<file path="config.mk">
export PLATFORM = sky130hd
export DESIGN_NAME = hazard_forward_unit
export DESIGN_NICKNAME = d
export VERILOG_FILES = /design/src/rtl/hazard_forward_unit.sv
export SDC_FILE = /design/constraint.sdc
export NUM_CORES = 1
export LEC_CHECK = 0
export ABC_AREA = 1
export BUFFER_PORTS_ARGS = -buffer_cell sky130_fd_sc_hd__buf_4
export CORE_ASPECT_RATIO = 1.25
export CORE_UTILIZATION = 38
export CTS_BUF_LIST = sky130_fd_sc_hd__clkbuf_4 sky130_fd_sc_hd__clkbuf_8
export CTS_CLUSTER_SIZE = 14
export DETAILED_ROUTE_END_ITERATION = 6
export PLACE_DENSITY_LB_ADDON = 0.15
export SLEW_MARGIN = 20
export SYNTH_ARGS = -nofsm -noshare
export SYNTH_HDL_FRONTEND = slang
export SYNTH_SLANG_ARGS = --single-unit
</file>
<file path="constraint.sdc">
create_clock -name clk -period 1.1 [get_ports clk]
set_input_delay 0.055 -clock clk [delete_from_list [all_inputs] [get_ports clk]]
set_output_delay 0.055 -clock clk [all_outputs]
set_load 0.01 [all_outputs]
</file>
<file path="src/rtl/hazard_forward_unit.sv">
// -----------------------------------------------------------------------------
// hazard_forward_unit
//
// Hazard controller for the 5-stage IF/ID/EX/MEM/WB pipeline. It keeps a
// shadow copy of the destination register, write-enable and load flags of the
// instructions in EX, MEM and WB, and from those it decides, in the same cycle:
//   - which pipeline stage supplies each EX operand (forwarding),
//   - whether a load-use hazard needs one bubble (PC and IF/ID frozen,
//     decoder output forced to NOP),
//   - whether the instruction fetched past a taken CTI's delay slot must be
//     flushed from IF/ID.
//
// Optional feature: define HAZ_PERF_CNT_EN to build saturating stall/flush
// performance counters. When it is undefined, both counter outputs are tied
// to zero and no counter flops exist.
//
// Ports
//   clk, rst_n        rising-edge clock, synchronous active-low reset
//   id_valid          ID holds a real instruction
//   id_rs1, id_rs2    ID source registers; id_use_rs2 = rs2 is actually read
//   id_rd, id_rf_le   ID destination register and its write enable
//   id_load, id_cti   ID instruction is a load / branch, call or jmpl
//   ex_taken          CTI in EX resolved taken (meaningful in CTI_EX only)
//   fwd_a_sel/b_sel   EX operand source: 00 RF, 01 EX, 10 MEM, 11 WB
//   pc_le, ifid_le    PC and IF/ID load enables
//   id_bubble         force decoder outputs to NOP into ID/EX
//   ifid_flush        clear IF/ID to NOP on the next edge
//   stall_cnt         load-use stall cycles (saturating)
//   flush_cnt         taken-CTI flush cycles (saturating)
// -----------------------------------------------------------------------------
module hazard_forward_unit #(
  parameter int CNT_W = 16
) (
  input  logic             clk,
  input  logic             rst_n,
  input  logic             id_valid,
  input  logic [4:0]       id_rs1,
  input  logic [4:0]       id_rs2,
  input  logic             id_use_rs2,
  input  logic [4:0]       id_rd,
  input  logic             id_rf_le,
  input  logic             id_load,
  input  logic             id_cti,
  input  logic             ex_taken,
  output logic [1:0]       fwd_a_sel,
  output logic [1:0]       fwd_b_sel,
  output logic             pc_le,
  output logic             ifid_le,
  output logic             id_bubble,
  output logic             ifid_flush,
  output logic [CNT_W-1:0] stall_cnt,
  output logic [CNT_W-1:0] flush_cnt
);

  typedef enum logic {
    RUN    = 1'b0,
    CTI_EX = 1'b1
  } state_t;

  // Shadow pipeline state. A load flag is kept only for EX: once a load
  // reaches MEM its data is available there, so MEM/WB need no load marker.
  logic [4:0] ex_rd, mem_rd, wb_rd;
  logic       ex_we, mem_we, wb_we;
  logic       ex_load;

  state_t     state_q, state_d;
  logic       stall;
  logic       cti_advance;

  // Priority EX > MEM > WB. Register 0 never forwards: a zero source returns
  // RF, and a stage whose rd is 0 cannot match a non-zero source.
  function automatic logic [1:0] fwd_select(
    input logic [4:0] src,
    input logic       e_we, input logic [4:0] e_rd,
    input logic       m_we, input logic [4:0] m_rd,
    input logic       w_we, input logic [4:0] w_rd
  );
    if (src == 5'd0)                 return 2'b00;
    else if (e_we && (e_rd == src))  return 2'b01;
    else if (m_we && (m_rd == src))  return 2'b10;
    else if (w_we && (w_rd == src))  return 2'b11;
    else                             return 2'b00;
  endfunction

  // Combinational decisions. Every output is forced to its reset value while
  // rst_n is low so nothing from the aborted operation leaks out.
  // NOTE: every signal assigned in always_comb gets a default first, so no
  // path through the block can leave it unassigned and infer a latch.
  always_comb begin
    stall     = 1'b0;
    fwd_a_sel = 2'b00;
    fwd_b_sel = 2'b00;
    if (rst_n) begin
      stall = id_valid && ex_load && ex_we &&
              (((id_rs1 != 5'd0) && (ex_rd == id_rs1)) ||
               (id_use_rs2 && (id_rs2 != 5'd0) && (ex_rd == id_rs2)));
      fwd_a_sel = fwd_select(id_rs1, ex_we, ex_rd, mem_we, mem_rd, wb_we, wb_rd);
      if (id_use_rs2)
        fwd_b_sel = fwd_select(id_rs2, ex_we, ex_rd, mem_we, mem_rd, wb_we, wb_rd);
    end
  end

  assign pc_le       = ~stall;
  assign ifid_le     = ~stall;
  assign id_bubble   = stall;
  assign cti_advance = id_valid & id_cti & ~stall;

  // CTI sequencing: the cycle after a CTI leaves ID it sits in EX with its
  // delay slot in ID; only then is ex_taken meaningful. A CTI in the delay
  // slot keeps the sequencer in CTI_EX for another cycle.
  always_comb begin
    state_d    = state_q;
    ifid_flush = 1'b0;
    unique case (state_q)
      RUN: begin
        if (cti_advance) state_d = CTI_EX;
      end
      CTI_EX: begin
        ifid_flush = ex_taken & rst_n;
        state_d    = cti_advance ? CTI_EX : RUN;
      end
      default: state_d = RUN;
    endcase
  end

  // NOTE: sequential state uses non-blocking assignments so every flop samples
  // the pre-edge value of the others, exactly like the EX->MEM->WB shift.
  always_ff @(posedge clk) begin
    if (!rst_n) begin
      state_q <= RUN;
      ex_rd   <= 5'd0;
      ex_we   <= 1'b0;
      ex_load <= 1'b0;
      mem_rd  <= 5'd0;
      mem_we  <= 1'b0;
      wb_rd   <= 5'd0;
      wb_we   <= 1'b0;
    end else begin
      state_q <= state_d;
      // A bubble enters EX as a non-writing, non-load slot.
      ex_rd   <= id_rd;
      ex_we   <= id_valid & id_rf_le & ~stall;
      ex_load <= id_valid & id_load & ~stall;
      mem_rd  <= ex_rd;
      mem_we  <= ex_we;
      wb_rd   <= mem_rd;
      wb_we   <= mem_we;
    end
  end

`ifdef HAZ_PERF_CNT_EN
  logic [CNT_W-1:0] stall_q, flush_q;

  always_ff @(posedge clk) begin
    if (!rst_n) begin
      stall_q <= '0;
      flush_q <= '0;
    end else begin
      if (id_bubble && (stall_q != '1))  stall_q <= stall_q + 1'b1;
      if (ifid_flush && (flush_q != '1)) flush_q <= flush_q + 1'b1;
    end
  end

  assign stall_cnt = stall_q;
  assign flush_cnt = flush_q;
`else
  assign stall_cnt = '0;
  assign flush_cnt = '0;
`endif

endmodule
</file>
==> impl_metrics.ini <==
[timing]
setup_violations = 10
min_period_ps = 1440
timing.hold.ws_ps = 40.3
rsz0062_at_grt = true
final_max_slew_viol_count = 0
tns_ps = -2500
finalHoldViolCount = 0
fin_crit_sh = 1.31
max_freq_mhz = 695
clock_skew_ps = 5.78
worst_slack_ps = -339

[clock_network]
htreeDepth = 1
cts_sinks = 20
clk-insertion-delay-late_ps = 260
numCtsBuffers = 3
root_buffer = clkbuf_8
clk_pin_slew_ps = 80
cts_tree = yes
clock_path_buffers = 2

[floorplanning]
initial_utilization = 0.407
dieWidth_um = 57.3
rows = 24
pin_count = 63
coreArea_um2 = 3570
die_h_um = 71.2
dieArea_um2 = 4080

[flow_run]
maxCapViolCount = 0

[worst_setup_path]
setup.worst_path.end = fwd_b_sel[0]
crit_required_ps = 1040
startpoint = ex_rd[0]
regToRegSetupSlack_ps = -110
r2r_end = ex_we
rr_startpoint = ex_rd[0]
crit_type = reg2out
cp_max_fo = 4
crit_path_end_kind = output port
reg2reg_depth = 7
crit_arrival_ps = 1380
start_kind = flop

[cells_and_area]
final_cell_mix = 66 x nand2_1, 35 x inv_1, 32 x conb_1
diodes = 0
final_cells = 317
drive_above_1_share = 0.277
area_growth_pct = 24.4
nNetsFinal = 302
fillerInstances = 375
final_common_cell = nand2_1

[placed_design]
io_buffers = 30
hpwl_um = 2570
post-place-ws_ps = -92.7
gp_congestion = 0.866
placed_cells = 307

[synthesis]
yosysWarnings = 0
synth_top_family_by_area = simple AND/OR/NAND/NOR gates
synthSimpleGateAreaFrac = 0.312
synth_area_um2 = 1450
syn_avg_cell_area_um2 = 6.08
synth_mux_area_frac = 0
synthCells = 239
synth_seq_cells = 20
synthAdderAreaFrac = 0
synth_cell_types = 22
synth_compound_area_frac = 0.0766
synth-xor-area-share = 0.0422
ys_seq_area_frac = 0.275

[power_and_ir_drop]
p_leak_nw = 1.04
ir_drop_mv = 0.694
cellPowerDensity_nw_per_um2 = 937
total_power_mw = 1.69

[detailed_routing]
vias_per_cell = 4.36
drtIter0Drc = 43
vias = 1381
wl_um = 3270
wl_per_cell_um = 10.3
ant_nets = 0
dr.pass1.iters = 7
drc = 6

[grt]
grt_usage = 0.166
grt_max_degree = 15
grt_pass1_wl_um = 5260
grt-ovfl-total = 0
grt_pass1_vias = 1231
antenna_found_initial = 0

[worst_hold_path]
hp-class = in2reg

[status]
violations = design-rule violations, negative setup slack
status = finished, violations left
## worst min-delay path by stage
| stage | start | endpoint | slack [ps] | cells past startpoint |
|---|---|---|---|---|
| 4_1_cts | id_load | ex_load | 30 | 3 |
| 3_3_place_gp | id_rd[3] | ex_rd[3] | 230 | 3 |
| 2_1_floorplan | id_rd[0] | ex_rd[0] | 150 | 2 |
| 6_report | id_cti | state_q | 40 | 3 |
| 5_1_grt | id_cti | state_q | 60 | 3 |
| 3_5_place_dp | id_rd[0] | ex_rd[0] | 240 | 3 |
## power by group
group	switching (mW)	total, mW	internal (mW)
clock	0.235	0.554	0.318
combinational	0.214	0.360	0.146
sequential	0.0290	0.781	0.752
## kinds of logic (layout without fill, tap and decap cells)
group           Yosys count  count (layout)
flops                    20              20
compound gates           22              22
other cells               1              32
simple gates            109             109
buf+inv                  80              88
xor+xnor                  7               7
## area by class of cell
cell class / count / area (um2) / share of cell area
timing repair buffer: 39 / 320 / 0.177
sequential: 20 / 420 / 0.232
inverter: 45 / 169 / 0.0934
multi-input combinational: 170 / 796 / 0.440
clock buffer: 4 / 55.1 / 0.0304
tap: 39 / 48.8 / 0.0270
## sequential cells by signal, indices dropped and copies added (netlist names)
register and count:
wb_rd 5, ex_rd 5, ex_load 1, mem_we 1, state_q 1, ex_we 1, mem_rd 5, wb_we 1
## stage by stage
stage                util  cell area (um2)
finish              0.506             1810
global route        0.506             1810
CTS                 0.488             1740
detailed placement  0.451             1610
global placement    0.451             1610
floorplan               -             1570
## what timing repair did
action / 4_1_cts / 5_1_grt
endpoints found under the hold margin: 5 / 0
gates resized for setup: 17 / 20
setup endpoints to repair: 10 / 10
hold buffers: 5 / 0
pin swaps: 14 / 10
setup buffers: 1 / 0
## layer usage
layer | GRT usage | part of all wire | vias up
met5 | 0 | 0 | -
met4 | 0.0488 | 0.0098 | 0
met3 | 0.0165 | 0.046 | 5
met2 | 0.289 | 0.51 | 51
met1 | 0.214 | 0.44 | 598
li1 | - | - | 727
## worst max-delay path: stages, from the launching register on
cell     delay [ps]
dfxtp_4         380
xnor2_2         110
nand2_1         100
nor2_2          130
nand3_1         120
a21oi_2         160
buf_4           130
## cells in the mapped netlist
cell type / instances / area (um2)
nor2_2: 2 / 12.5
clkbuf_1: 2 / 7.51
nand2_1: 68 / 255
nor3_2: 1 / 10.0
o21ai_0: 7 / 35.0
o22ai_1: 1 / 6.26
and3_1: 1 / 6.26
xnor2_1: 3 / 26.3
inv_1: 40 / 150
nand2_2: 2 / 12.5
nand3_1: 7 / 35.0
o21ai_1: 3 / 15.0
nand4_1: 4 / 25.0
inv_2: 5 / 18.8
dfxtp_1: 20 / 400
nand3b_1: 1 / 7.51
nor3_1: 2 / 10.0
a21oi_1: 11 / 55.1
buf_4: 33 / 248
nor2_1: 21 / 78.8
conb_1: 1 / 3.75
xor2_1: 4 / 35.0
Power figures use the tool's default switching activity.
